--- config.mk ---
export PLATFORM = sky130hd
export DESIGN_NAME = clk_sw_ctrl
export DESIGN_NICKNAME = d
export VERILOG_FILES = /design/src/rtl/clk_sw_ctrl.sv
export SDC_FILE = /design/constraint.sdc
export NUM_CORES = 1
export LEC_CHECK = 0
export CORE_UTILIZATION = 31
export DETAILED_ROUTE_END_ITERATION = 7
export PLACE_DENSITY_LB_ADDON = 0.1
export SYNTH_ARGS = -nofsm -noshare
export SYNTH_HDL_FRONTEND = slang
export SYNTH_SLANG_ARGS = --single-unit
--- constraint.sdc ---
create_clock -name clka -period 2 [get_ports clka]
set_clock_uncertainty 0.1 [all_clocks]
set_input_delay 0.6 -clock clka [delete_from_list [all_inputs] [get_ports clka]]
set_output_delay 0.6 -clock clka [all_outputs]
set_load 0.05 [all_outputs]
--- src/rtl/clk_sw_ctrl.sv ---
// ---------------------------------------------------------------------------
// clk_sw_ctrl
// Sequencing controller for the glitch-free clock mux. Runs on the always-on
// clock clka, accepts clock-source switch requests over a valid/ready
// handshake, drives the registered mux select, waits out the mux handover
// (settle), pulses done, then holds off further requests for a dwell period.
//
// Parameters
//   SETTLE_CYC : clka cycles from a sel_clkb change until done (>= 1)
//   DWELL_CYC  : clka cycles after done before the next request (>= 0)
//   CNT_W      : settle/dwell counter width (both counts < 2**CNT_W)
//
// Ports
//   clka     in   controller clock (always running)
//   rst_n    in   asynchronous active-low reset (release synchronized upstream)
//   req_vld  in   switch request valid
//   req_sel  in   requested source, 0 = clka, 1 = clkb (sampled on handshake)
//   req_rdy  out  controller can accept a request (FSM in IDLE)
//   sel_clkb out  registered mux select
//   busy     out  FSM not in IDLE
//   done     out  one-cycle pulse when a request completes
//   sw_cnt   out  count of real source changes, wraps at 256
// ---------------------------------------------------------------------------
module clk_sw_ctrl #(
  parameter int SETTLE_CYC = 16,
  parameter int DWELL_CYC  = 32,
  parameter int CNT_W      = 8
) (
  input  logic       clka,
  input  logic       rst_n,
  input  logic       req_vld,
  input  logic       req_sel,
  output logic       req_rdy,
  output logic       sel_clkb,
  output logic       busy,
  output logic       done,
  output logic [7:0] sw_cnt
);

  typedef enum logic [1:0] {
    IDLE   = 2'd0,
    SETTLE = 2'd1,
    DWELL  = 2'd2
  } state_e;

  // Reload values; the dwell reload is guarded so DWELL_CYC = 0 never
  // produces a negative constant.
  localparam logic [CNT_W-1:0] SETTLE_LD = CNT_W'(SETTLE_CYC - 1);
  localparam logic [CNT_W-1:0] DWELL_LD  = CNT_W'((DWELL_CYC > 0) ? DWELL_CYC - 1 : 0);

  state_e           state_q, state_d;
  logic [CNT_W-1:0] cnt_q, cnt_d;
  logic             sel_q, sel_d;
  logic             done_q, done_d;
  logic             noop_q, noop_d;
  logic [7:0]       sw_cnt_q, sw_cnt_d;

  logic             hs;
  logic             cnt_zero;

  assign hs       = req_vld && (state_q == IDLE);
  assign cnt_zero = (cnt_q == '0);

  // State register.
  // NOTE: sequential state uses non-blocking assignments only, so every
  // register samples the pre-edge values regardless of statement order.
  always_ff @(posedge clka or negedge rst_n) begin
    if (!rst_n) begin
      state_q  <= IDLE;
      cnt_q    <= '0;
      sel_q    <= 1'b0;
      done_q   <= 1'b0;
      noop_q   <= 1'b0;
      sw_cnt_q <= 8'd0;
    end else begin
      state_q  <= state_d;
      cnt_q    <= cnt_d;
      sel_q    <= sel_d;
      done_q   <= done_d;
      noop_q   <= noop_d;
      sw_cnt_q <= sw_cnt_d;
    end
  end

  // Next-state logic.
  // NOTE: every signal gets a default before the case so no path leaves a
  // variable unassigned, which would otherwise infer a latch.
  always_comb begin
    state_d  = state_q;
    cnt_d    = cnt_q;
    sel_d    = sel_q;
    sw_cnt_d = sw_cnt_q;
    noop_d   = 1'b0;
    // A no-op request is acknowledged one cycle later than its handshake,
    // matching the latency of a real switch with a one-cycle settle.
    done_d   = noop_q;

    unique case (state_q)
      IDLE: begin
        if (hs) begin
          if (req_sel != sel_q) begin
            sel_d    = req_sel;
            sw_cnt_d = sw_cnt_q + 8'd1;
            cnt_d    = SETTLE_LD;
            state_d  = SETTLE;
          end else begin
            noop_d   = 1'b1;
          end
        end
      end
      SETTLE: begin
        if (cnt_zero) begin
          done_d = 1'b1;
          if (DWELL_CYC == 0) begin
            state_d = IDLE;
          end else begin
            cnt_d   = DWELL_LD;
            state_d = DWELL;
          end
        end else begin
          cnt_d = cnt_q - CNT_W'(1);
        end
      end
      DWELL: begin
        if (cnt_zero) begin
          state_d = IDLE;
        end else begin
          cnt_d = cnt_q - CNT_W'(1);
        end
      end
      default: begin
        state_d = IDLE;
      end
    endcase
  end

  // Outputs: registers or decodes of the state register only, so there is
  // no combinational path from req_* to any output.
  always_comb begin
    req_rdy  = (state_q == IDLE);
    busy     = (state_q != IDLE);
    sel_clkb = sel_q;
    done     = done_q;
    sw_cnt   = sw_cnt_q;
  end

endmodule
# Word-level counts from Yosys, hierarchy flattened
# Cells that the tools add are included.
[totals] word_cells=39 reg_bits=21 in_bits=4 output_inout_bits=12
[op_classes] mux=15 n_eq_ne=8 addsub=2 n_reduce_logical=8
[ops] op="$mux W8" n=4
[ops] op="$pmux W8 S3" n=1
[ops] op="$add A8 B1 Y8 const B" n=1
[ops] op="$logic_not A8 Y1" n=1
[ops] op="$mux W2" n=4
[ops] op="$reduce_and A4 Y1" n=2
[ops] op="$sub A8 B1 Y8 const B" n=1
[ops] op="$ne A2 B2 Y1 const B" n=3
[ops] op="$pmux W2 S3" n=1
[ops] op="$mux W1" n=5
[ops] op="$ne A2 B1 Y1 const B" n=2
[ops] op="$reduce_and A3 Y1" n=1
[ops] op="$reduce_bool A3 Y1" n=1
[ops] op="$eq A2 B1 Y1 const B" n=1
[ops] op="$eq A2 B2 Y1 const B" n=1
[ops] op="$logic_not A2 Y1" n=1
[ops] op="$reduce_bool A2 Y1" n=1
[ops] op="$logic_and A1 B1 Y1" n=1
[ops] op="$ne A1 B1 Y1" n=1

# Depth between registers and ports, before layout
[depth] depth_word=4 mapped_depth=7

# Worst setup path after synthesis
# Ideal clock, no wire load.
[synth_timing] path_type="register to output" start="register state_q[0]" end="output port busy" stages_incl_launch_ff=4 required_time_ns=1.300 t_arrival_ns=1.352 setup_slack_ns=-0.052 cell_sequence="dfrtp_1 inv_1 ha_1 inv_1"
[synth_via] elab_chain_cells=1
[synth_lines] element="from (decl)" line="51" text="state_e state_q, state_d;"
[synth_lines] element="from (signal assigned)" line="76" text="state_q <= state_d;"
[synth_lines] element="$reduce_bool A2 Y1" line="141" text="busy = (state_q != IDLE);"
[synth_lines] element="to (decl)" line="35" text="output logic busy,"
# Every way passes these cells.

# Worst setup path in the final report
[layout_timing] start="input port req_sel" end="register sw_cnt_q[1] (netlist: sw_cnt[1])"
[layout_via] elab_chain_cells=2
[layout_lines] element="from (decl)" line="32" text="input logic req_sel,"
[layout_lines] element="$ne A1 B1 Y1" line="101" text="if (req_sel != sel_q) begin"
[layout_lines] element="$reduce_and A3 Y1 (no source line)"
[layout_lines] element="to (signal assigned)" line="81" text="sw_cnt_q <= sw_cnt_d;"
[layout_lines] element="to (decl)" line="56" text="logic [7:0] sw_cnt_q, sw_cnt_d;"
# Every way passes these cells.
# A chain may end at the register's enable or synchronous reset.

==> out/results.ini <==
[synthesis]
netlist.top_cell.by_area=sky130_fd_sc_hd__dfrtp_1
seq_area_frac_synth_pct=43.8
avgSynthCellArea_um2=10.1
count_of_cell_types_in_the_netlist=41
synth_async_reset_ratio_pct=100
synth-edff-count=0
leading_post_synthesis_cells_by_cell_area=sky130_fd_sc_hd__dfrtp_1, sky130_fd_sc_hd__ha_1, sky130_fd_sc_hd__xnor2_1
synthesis.instances=119
main_flop_type_after_synthesis=sky130_fd_sc_hd__dfrtp_1
synth.top_cell.area_share_pct=43.8
synthesized_net_count=130
mappedNetlistArea_um2=1200
synth.yosys.warnings=0
postSynthRegisterBits=21

[sta]
worst_slew_pin_slew_ps=368
final_min_period_over_clock_period_pct=98.4
timing.fmax_ghz=0.508
slew_limit_fails=0
final.hold.worst_slack_ps=336
hold_viol=0
setup-violations-final=0
rsz_0062_raised_after_global_routing=true
layout_min_cycle_time_ps=1970
maxSlewHeadroom_pct=75.4

[global_route]
largest_net_degree_at_the_start_of_global_routing=22
grt.total_usage_pct=14.2
grt_antenna_before_repair=0
grt_pass1_wl_um=4550
grt_pass1_vias=984
globalRoute.totalOverflow=0

[floorplan]
dieHeight_um=64.2
design.portCount=16
rows=22
die_area_um2=4120
die_w_um=64.2
initial_utilization_pct=32.5
core_area_um2=3690

[cts]
clk_pin_slew_worst_paths_ps=80
clkLatencyLatePin_ps=260
cts-buffers-inserted=3
cts_h_tree_depth=1
postCtsSetupBuffers=0
clk_root_buffer_cell=sky130_fd_sc_hd__clkbuf_8
clock_sinks=21
clk_path_buf_depth=2
cts_tree=built

[power_and_ir_drop]
power.density_nw_per_um2=1350
p_total_mw=2.21
ir_worst_vdd_v=0.000996
static_leakage_nw=0.722

[setup_path]
timing.critical_path.from=req_sel
worst-endpoint-arrival_ps=2010
critPathLaunchType=input port
critical_path.reg2reg.startpoint=cnt_q[0]$_DFFE_PN0P_
setup.worst_path.end_class=flop
timing.critical_path.fanout_max=5
reg2reg_slack_ps=220
cp.required_ps=2040
timing_worst_setup_path_type=input port to flop
cp-endpoint=sw_cnt[1]$_DFFE_PN0P_
critical_register_to_register_path_endpoint=cnt_q[4]$_DFFE_PN0P_
r2r_cells=7

[placed_design]
gp_congestion=0.789
port_buffers=15
place.detailed.instances=191
placed_area_um2=1570
detailed_place_hpwl_um=1980

[layout]
share_of_cells_above_drive_strength_1_pct=26.5
postLayoutCellArea_um2=1640
nets=159
layout.core_utilization_pct=44.3
area.growth.synth_to_final_pct=36.3
antenna-diode-count=0
num-fill-cells=374
seq_area_um2=526
instances_no_fill=195
area_of_combinational_cells_with_multiple_inputs_um2=659

[route]
post-route-drc-count=0
detailroute.via_count=967
drt_wl_total_um=2630
ant_nets=0
first_iter_violations=29
dr_pass1_iterations=4
viasPerCell=4.96
route.detailed.wl_per_inst_um=13.5

[run]
drv.max_cap_violation_count=0

[status]
run_status=completed

[min_path]
holdCritPathClass=flop to flop

layout make-up:
cell class | count | share of cell area (%)
multi-input combinational | 88 | 40.3
timing repair buffer | 26 | 19.3
clock buffer | 4 | 2.75
tap | 48 | 3.67
inverter | 8 | 1.84
sequential | 21 | 32.1
logic make-up (layout without fill, tap and decap cells):
group / Yosys count / in the layout / share of synthesized area (%)
AOI/OAI and AO/OA: 31 / 31 / 18.5
xor gates and xnor gates: 9 / 9 / 6.57
adders and majority gates: 7 / 7 / 7.30
muxes: 3 / 3 / 2.71
and+or+nand+nor: 38 / 38 / 17.6
DFF: 21 / 21 / 43.8
buffers and inverters: 10 / 38 / 3.55
worst min-delay path by stage:
stage	start	endpoint	slack (ps)	depth (start not counted)
global route	noop_q$_DFF_PN0_	done$_DFF_PN0_	370	1
floorplan	rst_n	cnt_q[0]$_DFFE_PN0P_	200	0
CTS	noop_q$_DFF_PN0_	done$_DFF_PN0_	350	1
global placement	noop_q$_DFF_PN0_	done$_DFF_PN0_	330	1
detailed placement	noop_q$_DFF_PN0_	done$_DFF_PN0_	330	1
finish	noop_q$_DFF_PN0_	done$_DFF_PN0_	340	1
cell usage after synthesis, types with 2 or more instances:
master	instances
sky130_fd_sc_hd__o22a_1	2
sky130_fd_sc_hd__a21oi_1	5
sky130_fd_sc_hd__o21ai_1	5
sky130_fd_sc_hd__nand2_1	8
sky130_fd_sc_hd__nand3_1	3
sky130_fd_sc_hd__o21ai_0	4
sky130_fd_sc_hd__nand2b_1	2
sky130_fd_sc_hd__nand4_1	2
sky130_fd_sc_hd__nor4_1	2
sky130_fd_sc_hd__inv_1	8
sky130_fd_sc_hd__xor2_1	2
sky130_fd_sc_hd__a211oi_1	2
sky130_fd_sc_hd__xnor2_1	7
sky130_fd_sc_hd__a22o_1	3
sky130_fd_sc_hd__nor2_1	9
sky130_fd_sc_hd__nor3_1	4
sky130_fd_sc_hd__dfrtp_1	21
sky130_fd_sc_hd__ha_1	7
metal layers:
layer	wire length, um	GRT usage (%)	part of all wire (%)	vias to the layer above
met3	74	3.57	2.8	2
li1	-	-	-	482
met5	0	0	0	-
met4	13	3.33	0.49	0
met1	1340	18.9	51	472
met2	1200	23.1	46	11
cell usage in the layout (no fill, tap or decap), types with 2 or more instances in the layout:
master	netlist	layout
sky130_fd_sc_hd__o21ai_0	4	4
sky130_fd_sc_hd__o22a_1	2	2
sky130_fd_sc_hd__nor3_1	4	3
sky130_fd_sc_hd__ha_1	7	6
sky130_fd_sc_hd__o21ai_1	5	5
sky130_fd_sc_hd__dfrtp_1	21	21
sky130_fd_sc_hd__a21oi_1	5	5
sky130_fd_sc_hd__clkdlybuf4s50_1	0	3
sky130_fd_sc_hd__xnor2_1	7	7
sky130_fd_sc_hd__a22o_1	3	3
sky130_fd_sc_hd__clkbuf_8	0	3
sky130_fd_sc_hd__buf_4	1	14
sky130_fd_sc_hd__nor2_1	9	8
sky130_fd_sc_hd__nor4_1	2	2
sky130_fd_sc_hd__inv_1	8	8
sky130_fd_sc_hd__nand3_1	3	3
sky130_fd_sc_hd__nand2b_1	2	2
sky130_fd_sc_hd__buf_12	0	9
sky130_fd_sc_hd__nand2_1	8	8
sky130_fd_sc_hd__nand4_1	2	2
sky130_fd_sc_hd__a211oi_1	2	2
worst max-delay path, cell delays in order:
cell	delay, ps
sky130_fd_sc_hd__clkdlybuf4s50_1	460
sky130_fd_sc_hd__buf_4	160
sky130_fd_sc_hd__xnor2_1	230
sky130_fd_sc_hd__nor2_2	90
sky130_fd_sc_hd__buf_4	160
sky130_fd_sc_hd__mux2_1	300
report_power, final:
group / switching (mW) / total [mW] / internal [mW]
Sequential: 0.137 / 0.665 / 0.527
Combinational: 0.676 / 1.27 / 0.596
Clock: 0.135 / 0.277 / 0.142
registers in the layout, indices dropped and copies added, names as in the netlist:
name / flops
done: 1
noop_q: 1
sel_clkb: 1
sw_cnt: 8
cnt_q: 8
state_q: 2
per-stage QoR:
step           setup TNS [ps]  setup WS [ps]
2_1_floorplan               0            156
3_3_place_gp            -2450           -228
3_5_place_dp            -2770           -249
4_1_cts                     0           6.94
5_1_grt                 -41.5          -39.9
6_report                    0           31.6
what timing repair did:
action	4_1_cts	5_1_grt
gates resized for setup	0	4
setup endpoints to repair	0	8
hold buffers	0	0
Power figures use the tool's default switching activity.
